`config.mk`:
```
export PLATFORM = sky130hd
export DESIGN_NAME = maxnet_param
export DESIGN_NICKNAME = d
export VERILOG_FILES = /design/src/rtl/maxnet_param.sv
export SDC_FILE = /design/constraint.sdc
export NUM_CORES = 1
export LEC_CHECK = 0
export BUFFER_PORTS_ARGS = -buffer_cell sky130_fd_sc_hd__buf_2
export CAP_MARGIN = 5
export CORE_MARGIN = 2
export CORE_UTILIZATION = 25
export CTS_CLUSTER_DIAMETER = 50
export DETAILED_ROUTE_END_ITERATION = 6
export PLACE_DENSITY_LB_ADDON = 0.3
export SLEW_MARGIN = 5
export SYNTH_ARGS = -nofsm -noshare
export SYNTH_HDL_FRONTEND = slang
export SYNTH_SLANG_ARGS = --single-unit
```
`constraint.sdc`:
```
create_clock -name clk -period 11.9 [get_ports clk]
set_input_delay 2.38 -clock clk [delete_from_list [all_inputs] [get_ports clk]]
set_output_delay 2.38 -clock clk [all_outputs]
set_load 0.005 [all_outputs]
```
`src/rtl/maxnet_param.sv`:
```
// Parametrised MaxNet winner-take-all engine: latches N activations, applies
// lateral inhibition once per clock until at most one neuron stays nonzero.
module maxnet_param #(
   parameter int N         = 4,
   parameter int W         = 8,
   parameter int EPS_SHIFT = 2,
   parameter int MAX_ITER  = 31,
   parameter int IW        = $clog2(MAX_ITER + 1)
) (
   input  logic                 clk,
   input  logic                 rst,
   input  logic                 start,
   input  logic [N*W-1:0]       in_vec,
   output logic                 done,
   output logic [W-1:0]         result,
   output logic [$clog2(N)-1:0] winner_idx,
   output logic                 no_winner,
   output logic                 timeout,
   output logic [IW-1:0]        iter_count,
   output logic                 busy
);

   localparam int XW = $clog2(N);
   localparam int SW = W + XW;
   localparam int CW = $clog2(N + 1);

   localparam logic [1:0] S_IDLE = 2'd0;
   localparam logic [1:0] S_ITER = 2'd1;
   localparam logic [1:0] S_DONE = 2'd2;

   logic [1:0]    state_q, state_d;
   logic [W-1:0]  a_q [N];
   logic [W-1:0]  a_d [N];
   logic [W-1:0]  result_q, result_d;
   logic [XW-1:0] idx_q, idx_d;
   logic          nowin_q, nowin_d;
   logic          tout_q, tout_d;
   logic [IW-1:0] iter_q, iter_d;

   logic [SW-1:0] sum;
   logic [SW-1:0] inh  [N];
   logic [W-1:0]  a_nx [N];
   logic [W-1:0]  ev   [N];
   logic [CW-1:0] nz_cnt;
   logic [XW-1:0] best_idx;
   logic [W-1:0]  best_val;
   logic [IW-1:0] iter_inc;
   logic          accept;

   always_comb begin
      sum = '0;
      for (int unsigned j = 0; j < N; j++) begin
         sum = sum + SW'(a_q[j]);
      end
      for (int unsigned j = 0; j < N; j++) begin
         inh[j]  = (sum - SW'(a_q[j])) >> EPS_SHIFT;
         a_nx[j] = (SW'(a_q[j]) > inh[j]) ? a_q[j] - inh[j][W-1:0] : '0;
      end
   end

   // One resolver serves both the freshly latched vector and the updated one.
   always_comb begin
      for (int unsigned j = 0; j < N; j++) begin
         ev[j] = (state_q == S_ITER) ? a_nx[j] : in_vec[j*W +: W];
      end
      nz_cnt   = '0;
      best_idx = '0;
      best_val = ev[0];
      for (int unsigned j = 0; j < N; j++) begin
         if (ev[j] != '0) begin
            nz_cnt = nz_cnt + CW'(1);
         end
         if (ev[j] > best_val) begin
            best_val = ev[j];
            best_idx = XW'(j);
         end
      end
   end

   assign accept   = start && (state_q != S_ITER);
   assign iter_inc = iter_q + IW'(1);

   always_comb begin
      state_d  = state_q;
      a_d      = a_q;
      result_d = result_q;
      idx_d    = idx_q;
      nowin_d  = nowin_q;
      tout_d   = tout_q;
      iter_d   = iter_q;
      if (accept) begin
         a_d      = ev;
         iter_d   = '0;
         result_d = '0;
         idx_d    = '0;
         nowin_d  = 1'b0;
         tout_d   = 1'b0;
         if (nz_cnt <= CW'(1)) begin
            state_d  = S_DONE;
            result_d = best_val;
            idx_d    = best_idx;
            nowin_d  = (nz_cnt == '0);
         end else begin
            state_d = S_ITER;
         end
      end else if (state_q == S_ITER) begin
         a_d    = a_nx;
         iter_d = iter_inc;
         if (nz_cnt <= CW'(1)) begin
            state_d  = S_DONE;
            result_d = best_val;
            idx_d    = best_idx;
            nowin_d  = (nz_cnt == '0);
         end else if (iter_inc == IW'(MAX_ITER)) begin
            state_d  = S_DONE;
            result_d = best_val;
            idx_d    = best_idx;
            tout_d   = 1'b1;
         end
      end
   end

   always_ff @(posedge clk or posedge rst) begin
      if (rst) begin
         state_q <= S_IDLE;
         for (int unsigned j = 0; j < N; j++) begin
            a_q[j] <= '0;
         end
         result_q <= '0;
         idx_q    <= '0;
         nowin_q  <= 1'b0;
         tout_q   <= 1'b0;
         iter_q   <= '0;
      end else begin
         state_q  <= state_d;
         a_q      <= a_d;
         result_q <= result_d;
         idx_q    <= idx_d;
         nowin_q  <= nowin_d;
         tout_q   <= tout_d;
         iter_q   <= iter_d;
      end
   end

   assign done       = (state_q == S_DONE);
   assign busy       = (state_q == S_ITER);
   assign result     = result_q;
   assign winner_idx = idx_q;
   assign no_winner  = nowin_q;
   assign timeout    = tout_q;
   assign iter_count = iter_q;

endmodule

```
# After elaboration in Yosys (flattened, before gate mapping)
# Index checks and enable logic that the tools add are counted.
op_classes:
  magnitude_cmp: 8
  reduce_logical: 13
  n_eq_ne: 5
  n_mux: 45
  add_sub_neg: 15
ops:
  columns: ["cell", "count"]
  rows:
  - ["$mux 8", 16]
  - ["$mux 32", 2]
  - ["$gt 8x8->1", 7]
  - ["$sub 10x8->10", 4]
  - ["$reduce_bool 8->1", 4]
  - ["$sub 8x8->8", 4]
  - ["$mux 2", 12]
  - ["$add 10x8->10", 1]
  - ["$add 9x8->10", 1]
  - ["$mux 1", 10]
  - ["$mux 5", 2]
  - ["$add 3x1->3 const B", 3]
  - ["$add 8x8->9", 1]
  - ["$mux 3", 3]
  - ["$reduce_bool 2->1", 3]
  - ["$add 5x1->5 const B", 1]
  - ["$eq 5x5->1 const B", 1]
  - ["$reduce_and 2->1", 2]
  - ["$le 3x1->1 const B", 1]
  - ["$logic_not 3->1", 1]
  - ["$reduce_and 3->1", 1]
  - ["$reduce_bool 3->1", 1]
  - ["$eq 2x1->1 const B", 1]
  - ["$eq 2x2->1 const B", 1]
  - ["other kinds (3)", 3]
totals:
  word_cells: 96
  register_bits: 51
  out_inout_bits: 19
  inputBits: 35

# Longest topological paths before layout
depth:
  word_depth: 19
  mapped_depth: 53
  depth_no_buf: 52

# Least setup slack after synthesis
# No wires, ideal clock.
synth_timing:
  path_type: "reg2reg"
  from: "register a_q[1] (netlist bit)"
  to: "register result_q[6] (netlist: result[6])"
  arrival_ns: 10.533
  period_less_slack_ns: 10.634
  stages_incl_launch_ff: 51
  setup_slack_ns: 1.266
  setup_ns: 0.101
  t_required_ns: 11.799
  n_path_buf: 2
  cell_sequence: "dfrtp_1 > inv_1 > fa_1 > fa_1 > inv_1 > ha_1 > inv_1 > fa_1 > xnor2_1 > ha_1 > a21boi_0 > o21a_1 > o21a_1 > o21a_1 > o21a_1 > or2_2 > ha_1 > o21ai_0 > [... 15 more ...] > nor2b_1 > o21a_1 > o21a_1 > o21bai_1 > o2bb2ai_1 > clkbuf_1 > clkbuf_1 > a21oi_1 > ha_1 > nor2b_1 > o21a_1 > o21a_1 > o21ai_0 > a21oi_1 > a211o_1 > a21boi_0 > a221oi_1 > o32ai_1"
synth_via:
  elab_chain_cells: 17
  word_cells_on_any_way: 46
  cone_classes: "add/sub (12); order compare (8); mux (20); reduce/logical (6)"
synth_rtl:
  columns: ["item", "line_no", "rtl"]
  rows:
  - ["from (decl)", "32", "logic [W-1:0] a_q [N];"]
  - ["from (signal, indexed assignment)", "127", "a_q[j] <= '0;"]
  - ["from (signal assigned)", "136", "a_q <= a_d;"]
  - ["$add 10x8->10", "53", "sum = sum + SW'(a_q[j]);"]
  - ["$sub 10x8->10", "56", "inh[j] = (sum - SW'(a_q[j])) >> EPS_SHIFT;"]
  - ["$sub 8x8->8 or $gt 8x8->1 (tied branches)", "57", "a_nx[j] = (SW'(a_q[j]) > inh[j]) ? a_q[j] - inh[j][W-1:0] : '0;"]
  - ["$mux 8", "57", null]
  - ["$mux 8", "64", "ev[j] = (state_q == S_ITER) ? a_nx[j] : in_vec[j*W +: W];"]
  - ["$reduce_bool 8->1", "70", "if (ev[j] != '0) begin"]
  - ["$mux 1", "70", null]
  - ["$add 3x1->3", "71", "nz_cnt = nz_cnt + CW'(1);"]
  - ["$mux 3", "70", null]
  - ["$add 3x1->3", "71", null]
  - ["$mux 3", "70", null]
  - ["$add 3x1->3", "71", null]
  - ["$mux 3", "70", null]
  - ["$le 3x1->1", "98, 109", null]
  - ["$mux 8", "109", "if (nz_cnt <= CW'(1)) begin"]
  - ["$mux 8", "106", "end else if (state_q == S_ITER) begin"]
  - ["$mux 8", "91", "if (accept) begin"]
  - ["to (signal assigned)", "137", "result_q <= result_d;"]
  - ["to (decl)", "34", "logic [W-1:0] result_q, result_d;"]
# Parallel ways exist; a longest one is shown, timed or not. The select of a mux whose other input is x is not followed.
# A chain may end at the register's enable or synchronous reset.

# Worst setup path in the final report
layout_timing:
  from: "register a_q[9] (netlist bit)"
  to: "register result_q[4] (netlist: result[4])"
layout_via:
  elab_chain_cells: 18
  word_cells_on_any_way: 47
  cone_classes: "add/sub (13); order compare (8); mux (20); reduce/logical (6)"
layout_rtl:
  columns: ["item", "line_no"]
  rows:
  - ["$add 9x8->10", "53"]
  - ["$add 10x8->10", "53"]
  - ["$sub 10x8->10", "56"]
  - ["$sub 8x8->8 or $gt 8x8->1 (tied branches)", "57"]
  - ["$mux 8", "57"]
  - ["$mux 8", "64"]
  - ["$reduce_bool 8->1", "70"]
  - ["$mux 1", "70"]
  - ["[... 2 more ...]", null]
  - ["$add 3x1->3", "71"]
  - ["$mux 3", "70"]
  - ["$add 3x1->3", "71"]
  - ["$mux 3", "70"]
  - ["$le 3x1->1", "98, 109"]
  - ["$mux 8", "109"]
  - ["$mux 8", "106"]
  - ["$mux 8", "91"]
# Parallel ways exist; a longest one is shown, timed or not. The select of a mux whose other input is x is not followed.

==> qor.tcl <==
set qor(finalCoreUtilization_pct) 28.7
set qor(timing.final.crit_period_ns) 10.90
set qor(drtPass1Iterations) 5
set qor(clk_pin_slew_ns) 0.07
set qor(timing.critical_path.arrival_ns) 11.09
set qor(maxClockFrequency_mhz) 91.8
set qor(routed_wire_length_per_instance_um) 16.9
set qor(post-route-worst-setup-slack_ns) 1.00
set qor(overflow) 0
set qor(ratio_of_cells_with_drive_above_1_in_the_final_layout_pct) 12.9
set qor(worst-path-max-fanout) 14
set qor(clkSinkCount) 51
set qor(critPathMaxStageDelay_ns) 0.46
set qor(timing_hold_violations_final) 0
set qor(share_of_the_synthesized_area_in_compound_gates_ao_oa_aoi_oai_pct) 25.0
set qor(antenna_found_initial) 0
set qor(final_design_area_no_fill_um2) 8210
set qor(routed_via_density) 4.98
set qor(post-cts-setup-buffers) 0
set qor(clock_tree.root_cell) {sky130_fd_sc_hd__clkbuf_16}
set qor(effective_utilization_at_floorplan_pct) 25.4
set qor(startpoint_type) {register}
set qor(number_of_gates_on_the_worst_path_with_buffers_counted) 52
set qor(fin_hold_ws_ns) 0.515
set qor(cts_buffers) 5
set qor(synth_async_sr_flop_share_pct) 100
set qor(synth_area_leader_cell) {sky130_fd_sc_hd__dfrtp_1}
set qor(critical_path_class) {register to register}
set qor(placed_cell_area_um2) 8030
set qor(drt_iter0_markers) 442
set qor(final-max-slew-violation-count) 0
set qor(max-slew-margin-rel_pct) 49.7
set qor(post_synth_instance_area_um2) 7270
set qor(via_count) 6549
set qor(synth_area_per_cell_um2) 8.28
set qor(ios) 54
set qor(drt_drc_violations_left) 0
set qor(synth-seq-area-share_pct) 17.6
set qor(cpMostUsedCell) {sky130_fd_sc_hd__o21a_1}
set qor(synth-seq-cells) 51
set qor(crit_path_max_delay_cell_type) {sky130_fd_sc_hd__fa_1}
set qor(gp_congestion) 0.867
set qor(whs_path_depth) 2
set qor(synthXorXnorAreaFrac_pct) 5.67
set qor(number_of_buffer_and_inverter_instances_along_the_worst_setup_path) 8
set qor(std_cell_rows) 62
set qor(dominant_combinational_cell_family_by_area_after_synthesis) {compound AO/OA/AOI/OAI gates}
set qor(worst_skew_pair.late_latency_ns) 0.30
set qor(critPathCaptureType) {register}
set qor(drv.max_cap_violation_count) 0
set qor(post_synth_edffs) 0
set qor(ctsHtreeMaxLevel) 2
set qor(tritoncts_clock_tree) {done}
set qor(max_slew.worst_pin.slew_ns) 0.755
set qor(area.growth.synth_to_final_pct) 13.1
set qor(post_synth_fa_ha_maj_area_fraction_pct) 22.6
set qor(final.period_utilization_pct) 91.6
set qor(synth.net_count) 1031
set qor(timing.hold.worst.class) {register to register}
set qor(synthesis.instances) 877
set qor(detail-route-antenna-nets) 0
set qor(critPathTopFamily) {compound AO/OA/AOI/OAI gates}
set qor(globalRouteTotalUtil_pct) 14.7
set qor(core-area_um2) 28600
set qor(yosysUniqueCellTypes) 85
set qor(clk_path_buf_depth) 2
set qor(r2r_slack_ns) 1.00
set qor(synth_area_leaders) {sky130_fd_sc_hd__dfrtp_1 18%, sky130_fd_sc_hd__ha_1 17%, sky130_fd_sc_hd__inv_1 5.7%}
set qor(die_h_um) 174
set qor(ys.warnings.count) 0
set qor(setup_violations) 0
set qor(number_of_global_route_vias_before_repair) 6478
set qor(yosys_most_used_dff) {sky130_fd_sc_hd__dfrtp_1}
set qor(fp.dieW_um) 174
set qor(die_area_um2) 30400
set qor(finalWirelength_um) 22200
set qor(post_placement_setup_slack_ns) 0.150
set qor(hpwl_um) 18200
set qor(yosys.area.top_type_share_pct) 17.6
set qor(result_of_the_run) {finished, final reports clean}
set qor(timing.reg2reg.worst_path_depth) 52
set qor(grt_max_degree) 52
set qor(n_antenna_cell) 0
set qor(port_buffers) 53
set qor(synth_simple_gate_area_share_pct) 16.1
set qor(proportion_of_synthesized_area_in_mux_cells_pct) 5.92
set qor(finalNetCount) 1084
set qor(worst_clock_skew_ns) 0.00907
set qor(crit_required_ns) 12.09
set qor(grt_first_pass_wirelength_um) 35900
[worst reg2reg max path, delay by kind of cell (launching register included)]
| kind | cells | cell delay (ns) |
|---|---|---|
| flops | 1 | 0.41 |
| xor+xnor | 2 | 0.47 |
| compound gates | 23 | 4.22 |
| simple gates | 9 | 1.50 |
| buf+inv | 8 | 0.94 |
| fa+ha+maj | 9 | 2.85 |
| mux | 1 | 0.43 |
[registers in the layout (all words and copies together), names as in the netlist]
name	flops
result	8
winner_idx	2
timeout	1
no_winner	1
a_q	32
iter_count	5
state_q	2
[synthesized netlist by cell type (all sizes together) (3+ instances only)]
library cell	instances
o211ai	5
mux2i	34
nand3b	4
or2	13
nor3b	8
a31oi	4
xnor2	31
nand3	11
dfrtp	51
a21o	11
a211o	4
nor3	12
clkbuf	13
nand2	63
a221oi	8
xor2	16
mux2	8
buf	9
a21boi	11
inv	112
o22ai	16
a2111oi	3
nor2b	17
fa	20
o2111a	3
nand4	16
a21oi	47
o2bb2ai	4
o32ai	11
o21ai	64
o2111ai	3
o21bai	13
nand2b	13
and3	9
or3	4
nor4	5
o21a	15
a211oi	10
ha	99
nor2	41
[area by class of cell]
| class | count | area [um2] |
|---|---|---|
| Clock inverter | 2 | 12.5 |
| Fill cell | 3108 | 20400 |
| Sequential cell | 51 | 1280 |
| Clock buffer | 6 | 129 |
| Inverter | 112 | 420 |
| Multi-Input combinational cell | 692 | 5520 |
| Timing Repair Buffer | 68 | 378 |
| Tap cell | 384 | 480 |
[timing repair]
item	4_1_cts	5_1_grt
resized for setup	0	10
hold buffers	0	0
endpoints found under the setup margin	0	10
[final timing paths]
check / startpoint / end
setup / recovery: a_q[9] / result[4]
hold / removal: winner_idx[0] / winner_idx[0]
setup reg to reg: a_q[9] / result[4]
hold reg to reg: winner_idx[0] / winner_idx[0]
max in group asynchronous: rst / a_q[16]
min in group asynchronous: rst / iter_count[0]
[per-layer routing]
metal / vias to the layer above / track usage (%) / share of wire, %
met2: 120 / 24.0 / 45
met3: 10 / 1.73 / 3.3
met4: 0 / 1.47 / 0.58
met1: 3150 / 21.4 / 51
met5: - / 0 / 0
li1: 3269 / - / -
[layout by cell type (no fill, tap or decap), drive strengths merged, types with 6 or more instances in the layout]
cell type  synthesis  routed
nand4             16      16
nor3              12      12
xnor2             31      31
nor3b              8       8
o21a              15      15
o22ai             16      16
a211oi            10      10
a21boi            11      11
dfrtp             51      51
nand2             63      63
o21ai             64      64
a21o              11      11
o32ai             11      11
a221oi             8       8
nor2              41      41
fa                20      20
mux2i             34      34
nand3             11      11
buf                9      68
ha                99      99
nor2b             17      17
a21oi             47      47
mux2               8       8
inv              112     112
or2               13      13
o21bai            13      13
and3               9       9
xor2              16      16
clkbuf            13       6
nand2b            13      13
[cells by family after synthesis]
family | count (synthesis)
buffers and inverters | 134
xor gates and xnor gates | 47
and+or+nand+nor | 226
muxes | 42
adders and majority gates | 119
DFF | 51
AOI/OAI and AO/OA | 258
[through the flow]
step / instances / setup TNS [ns]
floorplan: 877 / 0
global placement: 1307 / 0
detailed placement: 1307 / 0
CTS: 1315 / 0
global route: 1315 / -0.0169
finish: 1315 / 0
Power is left out: the tool's default activity adds up to more than one toggle a clock period on the data nets, which glitch-free logic cannot reach.
